`config.mk`:
```
export PLATFORM = sky130hd
export DESIGN_NAME = ifu_fetch_buf_flat
export DESIGN_NICKNAME = d
export VERILOG_FILES = /design/src/rtl/ysyx_23060251_ifu_pkg.sv /design/src/rtl/ifu_fetch_buf_if.sv /design/src/rtl/ifu_fifo.sv /design/src/rtl/ifu_fetch_buf.sv /design/src/flat_wrapper.sv
export SDC_FILE = /design/constraint.sdc
export NUM_CORES = 1
export LEC_CHECK = 0
export ABC_AREA = 1
export CELL_PAD_IN_SITES_DETAIL_PLACEMENT = 0
export CELL_PAD_IN_SITES_GLOBAL_PLACEMENT = 1
export CORE_MARGIN = 5
export CORE_UTILIZATION = 38
export CTS_CLUSTER_DIAMETER = 30
export DETAILED_ROUTE_END_ITERATION = 8
export PLACE_DENSITY_LB_ADDON = 0.12
export SLEW_MARGIN = 40
export SYNTH_ARGS = -nofsm -noshare
export SYNTH_HDL_FRONTEND = slang
export SYNTH_SLANG_ARGS = --single-unit
```
`constraint.sdc`:
```
create_clock -name clk_i -period 4.5 [get_ports clk_i]
set_clock_uncertainty 0.1 [all_clocks]
set_input_delay 0.9 -clock clk_i [delete_from_list [all_inputs] [get_ports clk_i]]
set_output_delay 0.9 -clock clk_i [all_outputs]
set_load 0.02 [all_outputs]
```
`src/rtl/ysyx_23060251_ifu_pkg.sv`:
```
// Shared state encoding and sizing helpers for the ifu_fetch_buf fetch front end.
package ysyx_23060251_ifu_pkg;

    typedef enum logic {S_RUN, S_DRAIN} ifu_state_e;

    localparam int unsigned IFU_PC_W    = 32;
    localparam int unsigned IFU_INST_W  = 32;
    localparam int unsigned IFU_DEPTH   = 2;
    localparam int unsigned IFU_ENTRY_W = IFU_PC_W + IFU_INST_W + 1;
    localparam int unsigned IFU_CNT_W   = $clog2(IFU_DEPTH + 1);

    // Counter width able to hold 0..depth inclusive.
    function automatic int unsigned ifu_cnt_w(input int unsigned depth);
        return $clog2(depth + 1);
    endfunction

endpackage

```
`src/rtl/ifu_fetch_buf_if.sv`:
```
// Request/response and decoder-side handshake bundle for ifu_fetch_buf.
interface ifu_fetch_buf_if #(
    parameter int unsigned PC_W   = 32,
    parameter int unsigned INST_W = 32
);
    logic              redirect_valid;
    logic [PC_W-1:0]   redirect_pc;
    logic              req_valid;
    logic              req_ready;
    logic [PC_W-1:0]   req_addr;
    logic              resp_valid;
    logic [INST_W-1:0] resp_data;
    logic              resp_err;
    logic              out_valid;
    logic              out_ready;
    logic [PC_W-1:0]   out_pc;
    logic [INST_W-1:0] out_inst;
    logic              out_err;

    modport master (
        input  redirect_valid, redirect_pc, req_ready, resp_valid, resp_data, resp_err, out_ready,
        output req_valid, req_addr, out_valid, out_pc, out_inst, out_err
    );

    modport slave (
        output redirect_valid, redirect_pc, req_ready, resp_valid, resp_data, resp_err, out_ready,
        input  req_valid, req_addr, out_valid, out_pc, out_inst, out_err
    );
endinterface

```
`src/rtl/ifu_fifo.sv`:
```
// Registered instruction FIFO plus the pc tag table written when a fetch request is accepted.
module ifu_fifo
    import ysyx_23060251_ifu_pkg::*;
#(
    parameter int unsigned PC_W   = IFU_PC_W,
    parameter int unsigned INST_W = IFU_INST_W,
    parameter int unsigned DEPTH  = IFU_DEPTH,
    parameter int unsigned CNT_W  = ifu_cnt_w(DEPTH)
) (
    input  logic              clk,
    input  logic              rst,
    input  logic              push,
    input  logic              pop,
    input  logic              flush,
    input  logic [INST_W-1:0] push_inst,
    input  logic              push_err,
    input  logic              tag_we,
    input  logic [CNT_W-1:0]  tag_off,
    input  logic [PC_W-1:0]   tag_pc,
    output logic [CNT_W-1:0]  count,
    output logic [PC_W-1:0]   head_pc,
    output logic [INST_W-1:0] head_inst,
    output logic              head_err
);
    localparam int unsigned PTR_W   = $clog2(DEPTH);
    localparam int unsigned ENTRY_W = PC_W + INST_W + 1;

    logic [ENTRY_W-1:0] mem [DEPTH];
    logic [PC_W-1:0]    tag [DEPTH];
    logic [PTR_W-1:0]   wr_ptr;
    logic [PTR_W-1:0]   rd_ptr;
    logic [PTR_W-1:0]   tag_slot;

    // A request accepted with N responses outstanding lands N slots past the tail.
    assign tag_slot = wr_ptr + tag_off[PTR_W-1:0];

    always_ff @(posedge clk) begin
        if (rst || flush) begin
            wr_ptr <= '0;
            rd_ptr <= '0;
            count  <= '0;
        end else begin
            if (push) wr_ptr <= wr_ptr + PTR_W'(1);
            if (pop)  rd_ptr <= rd_ptr + PTR_W'(1);
            count <= count + CNT_W'(push) - CNT_W'(pop);
        end
    end

    always_ff @(posedge clk) begin
        if (push && !flush) mem[wr_ptr] <= {tag[wr_ptr], push_inst, push_err};
        if (tag_we)         tag[tag_slot] <= tag_pc;
    end

    assign {head_pc, head_inst, head_err} = mem[rd_ptr];
endmodule

```
`src/rtl/ifu_fetch_buf.sv`:
```
// Decoupled fetch front end: credit-limited in-order requests, response FIFO, redirect drain FSM.
// Optional performance counters are enabled by defining YSYX_23060251_IFU_PERF_EN.
module ifu_fetch_buf
    import ysyx_23060251_ifu_pkg::*;
#(
    parameter int unsigned     PC_W     = IFU_PC_W,
    parameter int unsigned     INST_W   = IFU_INST_W,
    parameter int unsigned     DEPTH    = IFU_DEPTH,
    parameter logic [PC_W-1:0] RESET_PC = PC_W'(32'h8000_0000)
) (
    input  logic               clk_i,
    input  logic               rst_i,
    ifu_fetch_buf_if.master    bus
`ifdef YSYX_23060251_IFU_PERF_EN
    ,
    output logic [31:0]        perf_fetch_o,
    output logic [31:0]        perf_stall_o
`endif
);
    localparam int unsigned    CNT_W   = ifu_cnt_w(DEPTH);
    localparam logic [CNT_W:0] DEPTH_C = (CNT_W + 1)'(DEPTH);

    ifu_state_e        state, state_nx;
    logic [PC_W-1:0]   fetch_pc, fetch_pc_nx, hold_addr, cur_addr;
    logic              hold, hold_nx;
    logic [CNT_W-1:0]  inflight, inflight_nx, drop_cnt, drop_cnt_nx, fifo_count;
    logic              req_valid, req_acc, resp_ok, push, pop, out_valid, tag_we;
    logic [PC_W-1:0]   head_pc;
    logic [INST_W-1:0] head_inst;
    logic              head_err;

    // A held request keeps its original address even after fetch_pc is redirected.
    assign cur_addr  = hold ? hold_addr : fetch_pc;
    assign req_valid = !rst_i && (hold ||
                       (state == S_RUN && ({1'b0, inflight} + {1'b0, fifo_count}) < DEPTH_C));
    assign req_acc   = req_valid && bus.req_ready;
    assign resp_ok   = bus.resp_valid && (inflight != '0);
    assign out_valid = (fifo_count != '0);
    assign pop       = out_valid && bus.out_ready;
    assign push      = resp_ok && (state == S_RUN) && !bus.redirect_valid;

    always_comb begin
        state_nx    = state;
        fetch_pc_nx = fetch_pc;
        drop_cnt_nx = drop_cnt;
        tag_we      = 1'b0;
        inflight_nx = inflight + CNT_W'(req_acc) - CNT_W'(resp_ok);
        hold_nx     = req_valid && !bus.req_ready;
        if (bus.redirect_valid) begin
            fetch_pc_nx = bus.redirect_pc;
            drop_cnt_nx = inflight_nx;
            state_nx    = (inflight_nx != '0 || hold_nx) ? S_DRAIN : S_RUN;
        end else begin
            case (state)
                S_RUN: begin
                    if (req_acc) begin
                        fetch_pc_nx = fetch_pc + PC_W'(4);
                        tag_we      = 1'b1;
                    end
                end
                S_DRAIN: begin
                    // A stale held request joins the drop count once accepted.
                    drop_cnt_nx = drop_cnt + CNT_W'(req_acc) - CNT_W'(resp_ok);
                    if (drop_cnt == '0 && !hold) state_nx = S_RUN;
                end
                default: state_nx = S_RUN;
            endcase
        end
    end

    always_ff @(posedge clk_i) begin
        if (rst_i) begin
            state    <= S_RUN;
            fetch_pc <= RESET_PC;
            hold     <= 1'b0;
            inflight <= '0;
            drop_cnt <= '0;
        end else begin
            state    <= state_nx;
            fetch_pc <= fetch_pc_nx;
            hold     <= hold_nx;
            inflight <= inflight_nx;
            drop_cnt <= drop_cnt_nx;
        end
    end

    always_ff @(posedge clk_i) begin
        if (!hold) hold_addr <= fetch_pc;
    end

    ifu_fifo #(
        .PC_W   (PC_W),
        .INST_W (INST_W),
        .DEPTH  (DEPTH),
        .CNT_W  (CNT_W)
    ) u_fifo (
        .clk       (clk_i),
        .rst       (rst_i),
        .push      (push),
        .pop       (pop),
        .flush     (bus.redirect_valid),
        .push_inst (bus.resp_data),
        .push_err  (bus.resp_err),
        .tag_we    (tag_we),
        .tag_off   (inflight),
        .tag_pc    (cur_addr),
        .count     (fifo_count),
        .head_pc   (head_pc),
        .head_inst (head_inst),
        .head_err  (head_err)
    );

    assign bus.req_valid = req_valid;
    assign bus.req_addr  = req_valid ? cur_addr : '0;
    assign bus.out_valid = out_valid;
    assign bus.out_pc    = out_valid ? head_pc : '0;
    assign bus.out_inst  = out_valid ? head_inst : '0;
    assign bus.out_err   = out_valid && head_err;

`ifdef YSYX_23060251_IFU_PERF_EN
    always_ff @(posedge clk_i) begin
        if (rst_i) begin
            perf_fetch_o <= '0;
            perf_stall_o <= '0;
        end else begin
            if (pop)                          perf_fetch_o <= perf_fetch_o + 32'd1;
            if (bus.out_ready && !out_valid)  perf_stall_o <= perf_stall_o + 32'd1;
        end
    end
`endif

    resp_without_request: assert property (@(posedge clk_i) disable iff (rst_i)
        !(bus.resp_valid && inflight == '0));
endmodule
```
`src/flat_wrapper.sv`:
```
// flat-port wrapper written by rule: the top's interface ports become plain ports
module ifu_fetch_buf_flat import ysyx_23060251_ifu_pkg::*;
#(
    parameter int unsigned     PC_W     = IFU_PC_W,
    parameter int unsigned     INST_W   = IFU_INST_W,
    parameter int unsigned     DEPTH    = IFU_DEPTH,
    parameter logic [PC_W-1:0] RESET_PC = PC_W'(32'h8000_0000)
)
  (clk_i, rst_i, bus_redirect_valid, bus_redirect_pc, bus_req_ready, bus_resp_valid, bus_resp_data, bus_resp_err, bus_out_ready, bus_req_valid, bus_req_addr, bus_out_valid, bus_out_pc, bus_out_inst, bus_out_err);
  ifu_fetch_buf_if #(.PC_W(PC_W), .INST_W(INST_W)) bus_i ();
  input  logic clk_i;
  input  logic rst_i;
  input wire logic [$bits(bus_i.redirect_valid)-1:0] bus_redirect_valid;
  input wire logic [$bits(bus_i.redirect_pc)-1:0] bus_redirect_pc;
  input wire logic [$bits(bus_i.req_ready)-1:0] bus_req_ready;
  input wire logic [$bits(bus_i.resp_valid)-1:0] bus_resp_valid;
  input wire logic [$bits(bus_i.resp_data)-1:0] bus_resp_data;
  input wire logic [$bits(bus_i.resp_err)-1:0] bus_resp_err;
  input wire logic [$bits(bus_i.out_ready)-1:0] bus_out_ready;
  output wire logic [$bits(bus_i.req_valid)-1:0] bus_req_valid;
  output wire logic [$bits(bus_i.req_addr)-1:0] bus_req_addr;
  output wire logic [$bits(bus_i.out_valid)-1:0] bus_out_valid;
  output wire logic [$bits(bus_i.out_pc)-1:0] bus_out_pc;
  output wire logic [$bits(bus_i.out_inst)-1:0] bus_out_inst;
  output wire logic [$bits(bus_i.out_err)-1:0] bus_out_err;
  assign bus_i.redirect_valid = bus_redirect_valid;
  assign bus_i.redirect_pc = bus_redirect_pc;
  assign bus_i.req_ready = bus_req_ready;
  assign bus_i.resp_valid = bus_resp_valid;
  assign bus_i.resp_data = bus_resp_data;
  assign bus_i.resp_err = bus_resp_err;
  assign bus_i.out_ready = bus_out_ready;
  assign bus_req_valid = bus_i.req_valid;
  assign bus_req_addr = bus_i.req_addr;
  assign bus_out_valid = bus_i.out_valid;
  assign bus_out_pc = bus_i.out_pc;
  assign bus_out_inst = bus_i.out_inst;
  assign bus_out_err = bus_i.out_err;
  ifu_fetch_buf #(.PC_W(PC_W), .INST_W(INST_W), .DEPTH(DEPTH), .RESET_PC(RESET_PC)) u_core (.clk_i(clk_i), .rst_i(rst_i), .bus(bus_i));
endmodule
```
-- Yosys cells after proc, flatten, opt, wreduce, memory -nomap -nowiden
Memory sizes are Yosys's and may differ from the RTL's. A register that Yosys moved wholly into a read port is not among the register bits.
Cells that the tools add are included.
W data, S select, Z words.
- add/sub/neg operators: 11
- $lt $le $gt $ge: 1
- equality and inequality tests: 1
- multiplexer cells: 24
- bitwise gates (word level): 1
- reductions and logical operators: 25
- operators by type and width (kind ; number):
    $mux W32 ; 7
    $add A32 B3 Y32 const B ; 1
    $mux W1 ; 15
    $logic_and A1 B1 Y1 ; 11
    $reduce_bool A2 Y1 ; 5
    $add A2 B1 Y2 ; 3
    $sub A2 B1 Y2 ; 3
    $logic_not A1 Y1 ; 4
    $mux W2 ; 2
    $add A2 B2 Y3 ; 1
    $logic_or A1 B1 Y1 ; 3
    $lt A3 B2 Y1 const B ; 1
    $add A1 B1 Y1 const B ; 2
    $logic_not A2 Y1 ; 1
    $ne A2 B2 Y1 const B ; 1
    $reduce_and A2 Y1 ; 1
    $add A1 B1 Y1 ; 1
    $not A1 Y1 ; 1
- flip-flop bits (word level): 74
- bits in writable memories: 194
- input port bits: 71
- output and inout bits: 99
- logic and storage cells: 74
- memories kept: 2
- memories (name ; words ; bits a word ; rd ports ; clocked after memory_dff ; write ports ; RTL line ; source):
    u_core.u_fifo.mem ; 2 ; 65 ; 1 ; 1 ; 1 ; ifu_fifo.sv:28 ; logic [ENTRY_W-1:0] mem [DEPTH];
    u_core.u_fifo.tag ; 2 ; 32 ; 1 ; 1 ; 1 ; ifu_fifo.sv:29 ; logic [PC_W-1:0] tag [DEPTH];

-- Logic depth before layout (Yosys ltp)
- word-level depth: 12
- depth in mapped cells: 13

-- Hierarchy
A second synthesis with hierarchy kept.
- cells, all modules: 1094
- area, all modules: 12032.8 µm²
- modules (own cells, without submodules) (module ; instances ; cells an instance ; area each (µm²)):
    ifu_fifo ; 1 ; 337 ; 7517.2
    ifu_fetch_buf ; 1 ; 757 ; 4515.6

-- Worst setup path before layout
OpenSTA, ideal clock, no wires.
- path kind: in2reg
- start: input bus_redirect_valid
- end: memory u_core.u_fifo.mem[1][0] (netlist bit), enable pin
- data arrival time: 4.073 ns
- slack: -0.165 ns
- cell stages on the path: 3
- buffers on the path: 0
- cells stage by stage: nor2_1 > nand2_1 > nor2_1
- word-level cells in the longest chain between the ends: 5
- ends and longest elaborated chain (what ; RTL line ; source):
    start: declaration ; flat_wrapper.sv:13 ; input wire logic [$bits(bus_i.redirect_valid)-1:0] bus_redirect_valid;
    $logic_not A1 Y1 (*) ; ifu_fifo.sv:50, ifu_fetch_buf.sv:40 ;
    $logic_and A1 B1 Y1 ; ifu_fetch_buf.sv:40 ; assign push = resp_ok && (state == S_RUN) && !bus.redirect_valid;
    $logic_and A1 B1 Y1 (*) ; ifu_fifo.sv:50 ; if (push && !flush) mem[wr_ptr] <= {tag[wr_ptr], push_inst, push_err};
    $mux W1 (*) ; ifu_fifo.sv:50 ;
    $mux W1 (not written as such) (*) ; ifu_fifo.sv:50 ;
    end: declaration ; ifu_fifo.sv:28 ;
Every way passes the cells marked *; elsewhere a longest branch is shown, timed or not.

-- Final worst setup path
- start: register u_core.u_fifo.count[0]
- end: output bus_req_addr[11]
- word-level cells in the longest chain between the ends: 6
- ends and longest elaborated chain (what ; RTL line ; source):
    start: declaration ; ifu_fifo.sv:20 ; output logic [CNT_W-1:0] count,
    start signal: assignment ; ifu_fifo.sv:45 ; count <= count + CNT_W'(push) - CNT_W'(pop);
    $add A2 B2 Y3 ; ifu_fetch_buf.sv:35 ; (state == S_RUN && ({1'b0, inflight} + {1'b0, fifo_count}) < DEPTH_C));
    $lt A3 B2 Y1 ; ifu_fetch_buf.sv:35 ;
    $logic_and A1 B1 Y1 ; ifu_fetch_buf.sv:35 ;
    $logic_or A1 B1 Y1 ; ifu_fetch_buf.sv:34 ; assign req_valid = !rst_i && (hold ||
    $logic_and A1 B1 Y1 ; ifu_fetch_buf.sv:34 ;
    $mux W32 ; ifu_fetch_buf.sv:114 ; assign bus.req_addr = req_valid ? cur_addr : '0;
    end: declaration ; flat_wrapper.sv:21 ; output wire logic [$bits(bus_i.req_addr)-1:0] bus_req_addr;
No other way between the ends.

==> results.py <==
metrics = {
    "outcome": {
        "status": "completed",
    },
    "routing": {
        "antenna_left": 0,
        "drc": 0,
        "vias": 8207,
        "firstDrtPassIters": 4,
        "drtIter0Drc": 398,
        "routedWlPerCell_um": 16.2,
        "via_per_inst": 4.68,
        "routed_wl_um": 28300,
    },
    "sta": {
        "fin_crit_sh_pct": 92.5,
        "drv_slew": 0,
        "finalSetupViolations": 0,
        "rsz0062_at_grt": "no",
        "finalHoldViolCount": 0,
        "timing.hold.ws_ns": 0.385,
        "fin_crit_ns": 4.16,
        "worstMarginPinSlew_ns": 0.769,
        "fin_tns_setup_ns": 0,
        "slew-limit-headroom_pct": 48.7,
        "fmax_mhz": 240,
    },
    "clocking": {
        "cts_root_buffer": "clkbuf_16",
        "clkTransAtPathRegs_ns": 0.06,
        "cts_hold_buffers": 0,
        "clock_latency_ns": 0.55,
        "ctsHtreeMaxLevel": 2,
        "cts_buffers": 56,
        "cts_tree": "built",
        "cts_resized": 0,
        "cts_sinks": 270,
        "post-cts-setup-buffers": 0,
        "clock_path_buffers": 3,
    },
    "global_routing": {
        "grt_pass1_vias": 8269,
        "grt-ovfl-total": 0,
        "track_usage_pct": 16.7,
        "grt_pass1_wl_um": 45200,
        "grt_max_degree": 66,
        "antenna_found_initial": 0,
    },
    "yosys": {
        "synth_common_cells": "nand2_1, edfxtp_1, nor2_1",
        "synth_largest_area_cell": "edfxtp_1",
        "synth-seq-cells": 270,
        "async_reset_ff_share_pct": 0,
        "synth_ff_type": "edfxtp_1",
        "synth_area_leaders": "edfxtp_1, dfxtp_1, nand2_1, a21oi_1, nor2_1",
        "syn_nets": 1197,
        "syn_area_um2": 11600,
        "synth_cells": 1120,
        "synth_top_area_share_pct": 50.3,
        "synth_cell_types": 44,
        "ys_seq_area_share_pct": 63.4,
        "synth_edf_count": 194,
        "ys_warn_count": 0,
        "avgSynthCellArea_um2": 10.3,
        "synth_most_common_cell": "nand2_1",
    },
    "cells_and_area": {
        "area_growth_pct": 35.0,
        "final_cell_area_um2": 15600,
        "fin_nets": 1389,
        "antenna_cells": 0,
        "drive_gt1_share_pct": 18.2,
        "fill_cells": 2783,
    },
    "worst_hold_path": {
        "hold_class": "reg -> reg",
        "min-delay-start": "u_core.u_fifo.rd_ptr$_SDFFE_PP0P_",
        "min_path_cells": 2,
    },
    "placement": {
        "io_buffers": 169,
        "gp_congestion": 0.821,
        "dp_hpwl_um": 18900,
        "placed_cell_area_um2": 13700,
    },
    "worst_setup_path": {
        "r2r_cells": 9,
        "path_class": "reg -> out",
        "endpoint_kind": "primary output",
        "crit_fanout": 34,
        "worstReg2RegEnd": "u_core.u_fifo.tag[1][23]$_DFFE_PP_",
        "worstPathArrival_ns": 3.16,
        "cp-start-kind": "flop",
        "r2r_slack_ns": 1.75,
        "crit_required_ns": 3.50,
        "timing.rr.start": "u_core.u_fifo.count[0]$_SDFF_PP0_",
    },
    "pwr": {
        "total_power_mw": 8.45,
        "ir_worst_vdd_uv": 280,
        "power_density_nw_per_um2": 540,
        "leakage_nw": 5.86,
    },
    "floorplan": {
        "core_um2": 30300,
        "io-pin-count": 170,
        "start_util_pct": 38.2,
        "die_h_um": 185,
        "dieArea_um2": 34100,
        "rows": 64,
        "die_w_um": 185,
    },
    "job": {
        "maxCapViolations": 0,
    },
}
==> state kept, by name (all words and copies together), names as in the netlist, named ones only <==
name / count
u_core.hold: 1
u_core.fetch_pc: 32
u_core.drop_cnt: 2
u_core.u_fifo.mem: 130
u_core.state: 1
u_core.hold_addr: 32
u_core.u_fifo.tag: 64
u_core.u_fifo.count: 2
u_core.u_fifo.wr_ptr: 1
u_core.u_fifo.rd_ptr: 1
u_core.inflight: 2
==> metal layers <==
metal | up-vias | track usage (%) | part of all wire, % | routed length, um
met5 | - | 0 | 0 | 0
met4 | 0 | 4.05 | 1.5 | 424
met3 | 37 | 3.43 | 6.6 | 1860
met2 | 238 | 26.2 | 45 | 12800
met1 | 3763 | 23.9 | 47 | 13300
li1 | 4169 | - | - | -
==> final cells by class <==
class | instances | area (um^2) | share of cell area (%)
Tap cell | 396 | 495 | 3.17
Timing Repair Buffer | 184 | 1870 | 11.9
Inverter | 85 | 327 | 2.09
Clock inverter | 49 | 483 | 3.09
Clock buffer | 56 | 1400 | 8.97
Sequential cell | 270 | 7350 | 47.0
Multi-Input combinational cell | 715 | 3710 | 23.7
==> placed cells by master (no fill, tap or decap), types with 13 or more instances in the layout <==
cell type / Yosys / final
nand2_1: 275 / 275
edfxtp_1: 194 / 194
clkdlybuf4s50_1: 0 / 169
nor2_1: 105 / 100
a21oi_1: 97 / 97
inv_1: 75 / 74
dfxtp_1: 76 / 74
o21ai_0: 59 / 59
clkbuf_16: 0 / 56
or2_2: 36 / 36
mux2_2: 29 / 29
nand3_1: 28 / 28
inv_6: 1 / 15
nor2_2: 11 / 13
==> cells by family after synthesis <==
kind of cell | share of synthesized area, %
compound gates | 8.08
xor+xnor | 0.605
fa+ha+maj | 0.713
buf+inv | 4.78
flops | 63.4
mux | 3.28
simple gates | 19.1
==> worst max-delay path, cell delays in order (launching register included) <==
cell,delay (ns)
dfxtp_1,0.41
nand2_1,0.07
inv_1,0.07
fa_1,0.41
nor2_1,0.11
nand2_1,0.09
nand2_4,0.12
nand2_2,0.41
nor2_1,0.27
clkdlybuf4s50_1,0.64
==> stage by stage <==
step                      std cells  util, %  setup WS, ns
after detailed placement       1650     45.3         0.769
after global routing           1755     51.5         0.116
after global placement         1650     45.3         0.794
after CTS                      1755     51.5         0.297
final                          1755     51.5         0.337
after floorplan                1120        -         0.931
==> power by group <==
part | leakage [nW] | internal [mW] | switching (mW) | total [mW]
sequential | 2.39 | 3.00 | 0.116 | 3.12
clock | 0.918 | 2.49 | 1.49 | 3.97
combinational | 2.55 | 0.514 | 0.845 | 1.36
total | 5.86 | 6.00 | 2.45 | 8.45
==> worst max path at each step <==
stage | start | to | slack [ns] | cells past startpoint
after floorplan | bus_redirect_valid | u_core.u_fifo.mem[1][0]$_DFFE_PP_ | 0.93 | 3
after global placement | rst_i | bus_req_addr[17] | 0.79 | 5
after detailed placement | rst_i | bus_req_addr[11] | 0.77 | 5
after CTS | u_core.u_fifo.count[0]$_SDFF_PP0_ | bus_req_addr[11] | 0.30 | 9
after global routing | u_core.u_fifo.count[0]$_SDFF_PP0_ | bus_req_addr[11] | 0.12 | 9
final | u_core.u_fifo.count[0]$_SDFF_PP0_ | bus_req_addr[11] | 0.34 | 9
(Power assumes the default switching activity.)
